<file path="src/rtl/regfile_scoreboard.sv">
// regfile_scoreboard: issue-stage busy-bit scoreboard with RAW/WAW/capacity stalls and register file read-port sequencing
module regfile_scoreboard #(
  parameter int MAX_OUT = 8,
  parameter int CNT_W = 16
) (
  input  logic                           clk,
  input  logic                           rstn,
  input  logic                           issue_valid,
  output logic                           issue_ready,
  input  logic [4:0]                     issue_rs1,
  input  logic [4:0]                     issue_rs2,
  input  logic                           rs1_used,
  input  logic                           rs2_used,
  input  logic [4:0]                     issue_rd,
  input  logic                           rd_write,
  input  logic                           wb_valid,
  input  logic [4:0]                     wb_rd,
  input  logic                           flush,
  output logic                           rf_read1,
  output logic                           rf_read2,
  output logic [4:0]                     rf_readaddr1,
  output logic [4:0]                     rf_readaddr2,
  output logic [31:0]                    busy_vec,
  output logic [$clog2(MAX_OUT+1)-1:0]   outstanding,
  output logic [CNT_W-1:0]               stall_cnt,
  output logic                           wb_err
);
  localparam int OW = $clog2(MAX_OUT + 1);
  logic [31:0] busy, clr, eff_busy, set_vec;
  logic wb_hit, hazard, cap_stall, accept, set;
  always_comb begin
    clr = wb_valid ? (32'd1 << wb_rd) : 32'd0;
    eff_busy = busy & ~clr;
    wb_hit = wb_valid & busy[wb_rd];
    hazard = (rs1_used & (issue_rs1 != 5'd0) & eff_busy[issue_rs1]) |
             (rs2_used & (issue_rs2 != 5'd0) & eff_busy[issue_rs2]) |
             (rd_write & (issue_rd != 5'd0) & eff_busy[issue_rd]);
    cap_stall = rd_write & (issue_rd != 5'd0) & ((outstanding - OW'(wb_hit)) == OW'(MAX_OUT));
    issue_ready = rstn & ~flush & ~hazard & ~cap_stall;
    accept = issue_valid & issue_ready;
    set = accept & rd_write & (issue_rd != 5'd0);
    set_vec = set ? (32'd1 << issue_rd) : 32'd0;
    rf_read1 = accept & rs1_used;
    rf_read2 = accept & rs2_used;
    rf_readaddr1 = issue_rs1;
    rf_readaddr2 = issue_rs2;
    busy_vec = busy;
  end
  always_ff @(posedge clk) begin
    if (!rstn) begin
      busy <= '0;
      outstanding <= '0;
      stall_cnt <= '0;
      wb_err <= 1'b0;
    end else begin
      busy <= flush ? 32'd0 : (eff_busy | set_vec);
      outstanding <= flush ? '0 : outstanding + OW'(set) - OW'(wb_hit);
      wb_err <= wb_err | (wb_valid & (wb_rd != 5'd0) & ~busy[wb_rd] & ~flush);
      if (issue_valid & ~issue_ready & ~&stall_cnt)
        stall_cnt <= stall_cnt + 1'b1;
    end
  end
endmodule

</file>
<file path="config.mk">
export PLATFORM = sky130hd
export DESIGN_NAME = regfile_scoreboard
export DESIGN_NICKNAME = d
export VERILOG_FILES = /design/src/rtl/regfile_scoreboard.sv
export SDC_FILE = /design/constraint.sdc
export NUM_CORES = 1
export LEC_CHECK = 0
export CAP_MARGIN = 20
export CORE_AREA = 2 2 102 104
export CTS_CLUSTER_SIZE = 28
export DETAILED_ROUTE_END_ITERATION = 16
export DIE_AREA = 0 0 104 106
export HOLD_SLACK_MARGIN = 0.02
export PLACE_DENSITY = 0.74
export SETUP_SLACK_MARGIN = 0.3
export SLEW_MARGIN = 20
export SYNTH_ARGS = -nofsm -noshare
export SYNTH_HDL_FRONTEND = slang
export SYNTH_SLANG_ARGS = --single-unit
</file>
<file path="constraint.sdc">
create_clock -name clk -period 7.3 [get_ports clk]
set_input_delay 1.095 -clock clk [delete_from_list [all_inputs] [get_ports clk]]
set_output_delay 1.095 -clock clk [all_outputs]
set_load 0.05 [all_outputs]
</file>
==> results.json, run 1 <==
{
  "worst_path_max_delay_cell": "clkdlybuf4s50_1",
  "wl_per_cell_um": 19.9,
  "ir_worst_vdd_mv": 0.0893,
  "io_buffers": 93,
  "cts_resized": 0,
  "endpoint_kind": "primary output",
  "crit_arrival_ns": 5.27,
  "synth_edf_count": 0,
  "drtIter0Drc": 313,
  "dp_hpwl_um": 10300,
  "grt_pass1_vias": 3894,
  "drc": 0,
  "area_growth_pct": 28.4,
  "grt_max_degree": 32,
  "layout-drive-gt1-share_pct": 9.29,
  "synth_nets": 502,
  "synth_top_cell_by_area": "dfxtp_1",
  "hold_path.class": "reg -> reg",
  "fin_area_sq_um": 4970,
  "critPathLaunchType": "primary input",
  "htreeDepth": 2,
  "ys_types": 62,
  "place_congestion": 0.977,
  "grt_first_pass_wirelength_um": 20900,
  "fin_tns_setup_ns": 0,
  "antenna_found_initial": 0,
  "max-cap-violations": 0,
  "cp_cell_sequence": "clkdlybuf4s50_1 > mux4_2 > mux4_2 > mux2i_1 > nor2b_1 > ha_1 > nand3_1 > o31ai_1 > a41oi_1 > o2111ai_1 > nor3_4 > buf_4 > and3_1 > buf_12",
  "synth.mux.area_fraction_pct": 14.5,
  "grt_use_met1_pct": 30.3,
  "setup_violations": 0,
  "synthAdderAreaFrac_pct": 3.10,
  "synthArstFlopShare_pct": 0,
  "fill_cells": 966,
  "ioPinCount": 94,
  "holdBufCountCts": 0,
  "synthCells": 465,
  "grtUsageMet2_pct": 39.2,
  "rsz0062_at_grt": "false",
  "power_density_nw_per_um2": 117,
  "rows": 37,
  "crit_required_ns": 6.20,
  "ys_seq_elements": 53,
  "syn_avg_cell_area_sq_um": 8.33,
  "fmax_mhz": 157,
  "yosysWarnings": 0,
  "met3_usage_pct": 5.21,
  "cts_tree": "yes",
  "clk_latency_ns": 0.31,
  "multi_input_area_sq_um": 2540,
  "synth_area_sq_um": 3870,
  "ys.flop_type": "dfxtp_1",
  "drt_wl_total_um": 13400,
  "clockRootBuffer": "clkbuf_8",
  "worst_path_largest_cell_delay_ns": 1.00,
  "yosysTopAreaCellShare_pct": 27.4,
  "cts_inserted_buffers": 5,
  "crit_fanout": 18,
  "synth_top_family_by_area": "simple AND/OR/NAND/NOR gates",
  "p_leak_uw": 0.00163,
  "die_x_um": 104,
  "post_cts_buffers": 0,
  "core_sq_um": 10000,
  "die_h_um": 106,
  "clk_pin_slew_ns": 0.10,
  "yosys.area_share.simple_pct": 26.8,
  "cts_num_sinks": 53,
  "yosys-top-cells-area": "dfxtp_1, mux4_2, o22ai_1",
  "ys_seq_area_share_pct": 27.4,
  "regArea_sq_um": 1060,
  "viasPerCell": 6.15,
  "diodes": 0,
  "outcome": "complete, no violations",
  "final-max-slew-violation-count": 0,
  "gr-usage-all-layers_pct": 23.8,
  "period_share_pct": 87.3,
  "die_area_sq_um": 11000,
  "clock_path_buffers": 2,
  "placed_area_sq_um": 4870,
  "final-hold-violation-count": 0,
  "crit_path_frequent_cell": "mux4_2",
  "grt-busiest-layer": "met2",
  "synth_xor_area_share_pct": 1.13,
  "vias": 4142,
  "critPathKind": "in -> out",
  "drtAntennaViolNets": 0,
  "worstMarginPinSlew_ns": 1.04,
  "finalWorstPathRequiredPeriod_ns": 6.37,
  "synth-compound-area-share_pct": 20.0,
  "initial_core_util_pct": 38.7,
  "nets": 574,
  "slew_headroom_pct": 29.9,
  "skew_ns": 0.00790,
  "gr-total-overflow": 0,
  "firstDrtPassIters": 5
}
## layout make-up
cell class / instances / share of cell area, %
clock buffers: 5 / 1.38
clock inverters: 3 / 0.503
inverters: 16 / 1.21
multi-input cells: 357 / 51.1
flip-flops and latches: 53 / 21.3
well taps: 136 / 3.42
repair buffers: 104 / 21.0
## per-layer routing
metal	vias to the layer above	wire, um
met2	259	6240
met1	1935	5250
met5	-	0
met4	0	541
met3	44	1380
li1	1904	-
## cell usage after synthesis, types with 11 or more instances
master,n
mux4_2,14
nor3_1,11
o21ai_0,30
a21oi_1,13
mux2i_1,19
nor2_1,21
nand2_1,40
o21ai_1,18
clkbuf_1,17
inv_1,14
o22ai_1,35
nand3_1,18
dfxtp_1,53
nand2b_1,14
buf_4,11
## critical path, delay by kind of cell
family	cells	cell delay, ns
and+or+nand+nor	4	0.65
muxes	3	1.40
AOI/OAI and AO/OA	3	0.51
adders and majority gates	1	0.21
buffers and inverters	3	1.40
## sequential cells by signal (all words and copies together), names as in the netlist
signal,flops
outstanding,4
busy_vec,32
wb_err,1
stall_cnt,16
## cells by family after synthesis
family	after synthesis
and+or+nand+nor	178
xor gates and xnor gates	5
adders and majority gates	9
DFF	53
muxes	38
AOI/OAI and AO/OA	127
buffers and inverters	55
## power breakdown
group	total, uW	internal (uW)	leakage [uW]	switching (uW)
clock	174	70.1	0.0000452	103
sequential	292	290	0.000427	1.86
combinational	118	43.9	0.00116	74.2
total	584	404	0.00163	180
## per-stage QoR
stage / setup WS, ns / utilization, % / cells / total power (uW) / hold slack [ns]
2_1_floorplan: 1.63 / - / 465 / 378 / 0.684
3_3_place_gp: 1.05 / 48.7 / 666 / 414 / 0.465
3_5_place_dp: 0.880 / 48.7 / 666 / 415 / 0.476
4_1_cts: 0.884 / 49.7 / 674 / 585 / 0.495
5_1_grt: 0.630 / 49.7 / 674 / 608 / 0.510
6_report: 0.930 / 49.7 / 674 / 584 / 0.493
## layout by cell type (no fill, tap or decap), drive strengths merged, types with 3 or more instances in the layout
cell	Yosys	routed
nand3b	4	4
xor2	3	3
nor2b	10	10
nor4	9	9
nand4b	4	4
nor3	12	12
clkbuf	17	5
mux4	14	14
a32oi	4	4
nand3	18	18
o22ai	35	35
o211ai	4	4
dfxtp	53	53
mux2i	19	19
and3	9	9
or3	9	9
mux2	5	5
clkdlybuf4s50	0	90
and4	3	3
buf	22	14
nor3b	3	3
a22oi	6	6
o21ai	48	48
o21a	4	4
nand2	41	41
inv	14	16
ha	8	8
nand4bb	3	3
nand4	6	6
a21oi	13	13
nand2b	14	14
and2	5	5
nor2	21	21
## worst paths after layout
check                                  start             end  slack (ns)  depth (start not counted)
worst max-delay path                wb_rd[0]        rf_read1        0.93                         14
worst min-delay path            stall_cnt[6]    stall_cnt[6]        0.49                          2
worst min register to register  stall_cnt[6]    stall_cnt[6]        0.49                          2
worst max register to register   busy_vec[7]  outstanding[3]        2.82                         19
No activity file was read; power rests on OpenSTA's default activity.
==> inputs of run 2 (changes only) <==
--- a/config.mk
+++ b/config.mk
@@ -6,12 +6,13 @@
 export NUM_CORES = 1
 export LEC_CHECK = 0
 export CAP_MARGIN = 20
-export CORE_AREA = 2 2 102 104
+export CORE_AREA = 2 2 88 90
 export CTS_CLUSTER_SIZE = 28
 export DETAILED_ROUTE_END_ITERATION = 16
-export DIE_AREA = 0 0 104 106
+export DIE_AREA = 0 0 90 92
 export HOLD_SLACK_MARGIN = 0.02
-export PLACE_DENSITY = 0.74
+export PLACE_DENSITY = 0.93
+export RECOVER_POWER = 100
 export SETUP_SLACK_MARGIN = 0.3
 export SLEW_MARGIN = 20
 export SYNTH_ARGS = -nofsm -noshare
==> constraint.sdc (replaced) <==
create_clock -name clk -period 7.3 [get_ports clk]
set_input_delay 0.73 -clock clk [delete_from_list [all_inputs] [get_ports clk]]
set_output_delay 0.73 -clock clk [all_outputs]
set_load 0.05 [all_outputs]
==> run 2 against run 1 <==
  * Wire length shrank 1.8%
  * Clock skew grew 0.0046 ns
  * Power shrank 1.1%
  * Critical endpoint is now rf_read2
  * Largest power group unchanged
==> results.json, run 2 (synthesis results as in run 1) <==
{
  "layout_common_cells": "dlygate4sd3_1, dfxtp_1, nand2_1",
  "max-cap-violations": 0,
  "rows": 32,
  "die_area_sq_um": 8280,
  "worst_path_largest_cell_delay_ns": 1.04,
  "post_cts_buffers": 0,
  "core_sq_um": 7450,
  "crit_required_ns": 6.57,
  "fin_tns_setup_ns": 0,
  "clk_latency_ns": 0.32,
  "placed_area_sq_um": 4770,
  "dp_hpwl_um": 10100,
  "largest_register_ffs": 32,
  "crit_fanout": 18,
  "hold_depth": 2,
  "cts_num_sinks": 53,
  "p_leak_uw": 0.00177,
  "drc": 0,
  "worst_path_max_delay_cell": "dlygate4sd3_1",
  "hold_path.class": "reg -> reg",
  "skew_ns": 0.0125,
  "final-max-slew-violation-count": 0,
  "critPathLaunchType": "primary input",
  "fill_cells": 644,
  "nets": 570,
  "drt_wl_total_um": 13200,
  "clk_pin_slew_ns": 0.10,
  "grt-busiest-layer": "met2",
  "cts_inserted_buffers": 5,
  "rsz0062_at_grt": "false",
  "grt_max_degree": 32,
  "ioPinCount": 94,
  "die_x_um": 90,
  "htreeDepth": 2,
  "fin_area_sq_um": 4820,
  "min_from": "stall_cnt[8]",
  "wl_per_cell_um": 20.7,
  "mostFrequentLayoutCell": "dlygate4sd3_1",
  "gr-total-overflow": 0,
  "fmax_mhz": 157,
  "p_total_uw": 578,
  "cts_tree": "yes",
  "regToRegEndpoint": "outstanding[2]",
  "rr_worst_depth": 18,
  "initial_core_util_pct": 52.0,
  "r2r_slack_ns": 2.83,
  "hold_end": "stall_cnt[8]",
  "outcome": "complete, no violations",
  "drtIter0Drc": 547,
  "grtUsageMet2_pct": 53.4,
  "clock_path_buffers": 2,
  "final-hold-violation-count": 0,
  "endpoint_kind": "primary output",
  "firstDrtPassIters": 5,
  "power_density_nw_per_um2": 120,
  "clockRootBuffer": "clkbuf_8",
  "layout-drive-gt1-share_pct": 7.12,
  "place_congestion": 1.03,
  "antenna_found_initial": 0,
  "critPathKind": "in -> out",
  "area_growth_pct": 24.5,
  "drtAntennaViolNets": 0,
  "holdBufCountCts": 0,
  "io_buffers": 93,
  "vias": 4268,
  "grt_use_met1_pct": 36.3,
  "die_h_um": 92,
  "period_share_pct": 87.3,
  "ir_worst_vdd_mv": 0.0872,
  "r2r_start": "busy_vec[23]",
  "cts_resized": 0,
  "viasPerCell": 6.71,
  "grt_first_pass_wirelength_um": 20500,
  "worstMarginPinSlew_ns": 1.05,
  "grt_pass1_vias": 4018,
  "met3_usage_pct": 7.15,
  "gr-usage-all-layers_pct": 30.9,
  "final_core_util_pct": 64.7,
  "cp_cell_sequence": "dlygate4sd3_1 > mux4_2 > mux4_2 > mux2i_1 > nor2b_1 > ha_1 > nand3_1 > o31ai_1 > a41oi_1 > o2111ai_1 > nor3_4 > and3_1 > dlygate4sd3_1",
  "crit_arrival_ns": 5.64,
  "finalWorstPathRequiredPeriod_ns": 6.37,
  "setup_violations": 0,
  "diodes": 0,
  "slew_headroom_pct": 29.0
}
[run 2: cell types whose count changed in the layout (fill, tap and decap cells not counted), moves of 2 or more]
| cell | change |
|---|---|
| dlygate4sd3_1 | +68 |
| clkdlybuf4s50_1 | -65 |
| o21ai_0 | +10 |
| o21ai_1 | -10 |
| buf_4 | -5 |
| buf_12 | -3 |
| nand4_1 | +3 |
| nand4_4 | -2 |
[run 2: final cells by class]
cell class                 instances  area (sq um)  area share [%]
multi-input combinational        357          2500            51.8
sequential                        53          1060            22.0
timing repair buffer             100           980            20.3
tap                              102           128            2.65
clock buffer                       5          68.8            1.43
inverter                          16          60.1            1.25
clock inverter                     3          25.0           0.519
[run 2: power breakdown]
part	internal, uW	total [uW]	switching [uW]
Combinational	39.3	111	71.3
Clock	69.5	175	105
Sequential	290	292	1.71
Total	399	578	178
[run 2: how the worst max path moves through the flow]
| stage | start | end | cells past startpoint |
|---|---|---|---|
| global placement | wb_rd[0] | rf_read1 | 13 |
| finish | wb_rd[0] | rf_read2 | 13 |
| floorplan | wb_rd[0] | outstanding[2] | 22 |
| CTS | wb_rd[0] | rf_read1 | 13 |
| global route | wb_rd[0] | rf_read1 | 13 |
| detailed placement | wb_rd[0] | rf_read1 | 13 |
[run 2: per-layer routing]
metal | vias to the layer above | part of all wire (%)
li1 | 1883 | -
met3 | 65 | 11
met4 | 0 | 5.8
met2 | 319 | 47
met1 | 2001 | 37
met5 | - | 0
[run 2: worst max-delay path: cells and delay by family]
kind | cells | cell delay, ns
mux | 3 | 1.44
buf+inv | 2 | 1.91
compound gates | 3 | 0.54
fa+ha+maj | 1 | 0.22
simple gates | 4 | 0.80
[run 2: metrics by stage]
step | instances | setup WS (ns) | hold WS [ns]
floorplan | 465 | 2.27 | 0.684
global placement | 628 | 1.03 | 0.464
detailed placement | 628 | 0.894 | 0.475
CTS | 636 | 0.872 | 0.493
global route | 636 | 0.640 | 0.532
finish | 636 | 0.927 | 0.488
==> inputs of run 3 (changes only) <==
--- a/config.mk
+++ b/config.mk
@@ -6,15 +6,14 @@
 export NUM_CORES = 1
 export LEC_CHECK = 0
 export CAP_MARGIN = 20
-export CORE_AREA = 2 2 88 90
+export CORE_AREA = 2 2 96 98
 export CTS_CLUSTER_SIZE = 28
 export DETAILED_ROUTE_END_ITERATION = 16
-export DIE_AREA = 0 0 90 92
+export DIE_AREA = 0 0 98 100
 export HOLD_SLACK_MARGIN = 0.02
-export PLACE_DENSITY = 0.93
+export PLACE_DENSITY = 0.81
 export RECOVER_POWER = 100
 export SETUP_SLACK_MARGIN = 0.3
-export SLEW_MARGIN = 20
 export SYNTH_ARGS = -nofsm -noshare
 export SYNTH_HDL_FRONTEND = slang
 export SYNTH_SLANG_ARGS = --single-unit
==> run 3 against run 2 <==
  * Wire length is 4.1% higher
  * Flip-flop and latch count stayed put
  * Global-route usage is 3.5 points lower
  * Final cell count is 2.2% higher
  * Non-clock buffer count is 5 higher
  * Via count is 1.7% lower
  * First-iteration DRC count is 2.6% higher
  * Design area is 1.6% higher
  * Clock skew hardly changed
  * Core utilization is 9.7 points lower
  * Sequential power hardly changed
  * Largest power group unchanged
  * Highest routed layer unchanged
==> results.json, run 3 (synthesis results as in run 1) <==
{
  "grt_pass1_vias": 3973,
  "hold_path.class": "reg -> reg",
  "drc": 0,
  "outcome": "complete, no violations",
  "crit_required_ns": 6.57,
  "endpoint_kind": "primary output",
  "area_growth_pct": 26.4,
  "p_total_uw": 611,
  "antenna_found_initial": 0,
  "skew_ns": 0.0120,
  "dp_hpwl_um": 10200,
  "finalWorstPathRequiredPeriod_ns": 6.33,
  "nets": 575,
  "place_congestion": 1.01,
  "holdWs_ns": 0.480,
  "period_share_pct": 86.6,
  "cts_inserted_buffers": 5,
  "seq_power_share_pct": 47.8,
  "clk_latency_ns": 0.32,
  "rsz0062_at_grt": "false",
  "setup_violations": 0,
  "internal-power_uw": 434,
  "p_leak_uw": 0.00181,
  "final_core_util_pct": 55.1,
  "p_comb_share_pct": 18.5,
  "mostFrequentLayoutCell": "dlygate4sd3_1",
  "switching_share_pct": 29.0,
  "die_x_um": 98,
  "fill_cells": 829,
  "cp_cell_sequence": "dlygate4sd3_1 > mux4_2 > mux4_2 > mux2i_1 > nor2b_1 > ha_1 > nand3_1 > o31ai_1 > a41oi_1 > o2111ai_1 > nor3_4 > and3_1 > dlygate4sd3_1",
  "drtIter0Drc": 561,
  "fin_tns_setup_ns": 0,
  "cts_resized": 0,
  "clockRootBuffer": "clkbuf_8",
  "core_sq_um": 8890,
  "grt_first_pass_wirelength_um": 21200,
  "largest_register_ffs": 32,
  "cts_num_sinks": 53,
  "clock_path_buffers": 2,
  "clock_power_share_pct": 33.7,
  "ir_worst_vdd_mv": 0.0949,
  "max-cap-violations": 0,
  "critPathKind": "in -> out",
  "htreeDepth": 2,
  "critPathLaunchType": "primary input",
  "grt_max_degree": 32,
  "firstDrtPassIters": 5,
  "vias": 4197,
  "cts_tree": "yes",
  "fmax_mhz": 158,
  "die_h_um": 100,
  "drt_wl_total_um": 13700,
  "ioPinCount": 94,
  "layout_common_cells": "dlygate4sd3_1, dfxtp_1, nand2_1",
  "worstMarginPinSlew_ns": 1.17,
  "layout-drive-gt1-share_pct": 7.79,
  "holdBufCountCts": 0,
  "p_sw_uw": 177,
  "viasPerCell": 6.46,
  "gr-total-overflow": 0,
  "clk_pin_slew_ns": 0.09,
  "crit_arrival_ns": 5.60,
  "final-hold-violation-count": 0,
  "r2r_start": "busy_vec[12]",
  "slew_headroom_pct": 21.5,
  "drtAntennaViolNets": 0,
  "crit_fanout": 18,
  "worst_path_max_delay_cell": "dlygate4sd3_1",
  "initial_core_util_pct": 43.6,
  "die_area_sq_um": 9800,
  "post_cts_buffers": 0,
  "crit_path_start": "wb_rd[0]",
  "gr-usage-all-layers_pct": 27.4,
  "rows": 35,
  "final-max-slew-violation-count": 0,
  "diodes": 0,
  "power_density_nw_per_um2": 125,
  "worst_path_largest_cell_delay_ns": 1.09,
  "min_from": "wb_err",
  "wl_per_cell_um": 21.1,
  "io_buffers": 93
}
-- run 3: power by group through the flow --
stage	Sequential (uW)	Clock [uW]	Combinational [uW]
after detailed placement	299	0	114
after global placement	299	0	113
after CTS	292	207	115
after floorplan	303	0	74.7
final	292	206	113
after global routing	293	219	120
-- run 3: area by class of cell --
cell class	count	area (sq um)	area share, %
clock buffer	6	72.6	1.48
sequential	53	1060	21.7
timing repair buffer	105	1030	21.0
inverter	16	60.1	1.23
clock inverter	2	38.8	0.792
tap	111	139	2.84
multi-input combinational	357	2500	51.0
-- run 3: critical path: cells and delay by family --
family	cells	cell delay, ns
compound gates	3	0.52
buf+inv	2	1.97
fa+ha+maj	1	0.22
mux	3	1.40
simple gates	4	0.75
-- run 3: per-stage QoR --
stage | instance area, sq um | setup WS, ns | cells
2_1_floorplan | 3870 | 2.27 | 465
4_1_cts | 4920 | 0.926 | 649
5_1_grt | 4900 | 0.706 | 650
3_3_place_gp | 4810 | 1.03 | 641
6_report | 4900 | 0.975 | 650
3_5_place_dp | 4810 | 0.899 | 641
-- run 3: path summary, 6_finish.rpt --
check | endpoint | slack, ns | cells past startpoint
worst max-delay path | rf_read1 | 0.97 | 13
worst min-delay path | wb_err | 0.48 | 2
worst max register to register | outstanding[3] | 2.64 | 19
worst min register to register | wb_err | 0.48 | 2
-- run 3: per-layer routing --
layer,up-vias,global-route usage [%],routed length (um)
met5,-,0,0
met2,313,43.7,6030
met3,66,6.48,1610
li1,1897,-,-
met4,0,12.5,852
met1,1921,35.5,5200
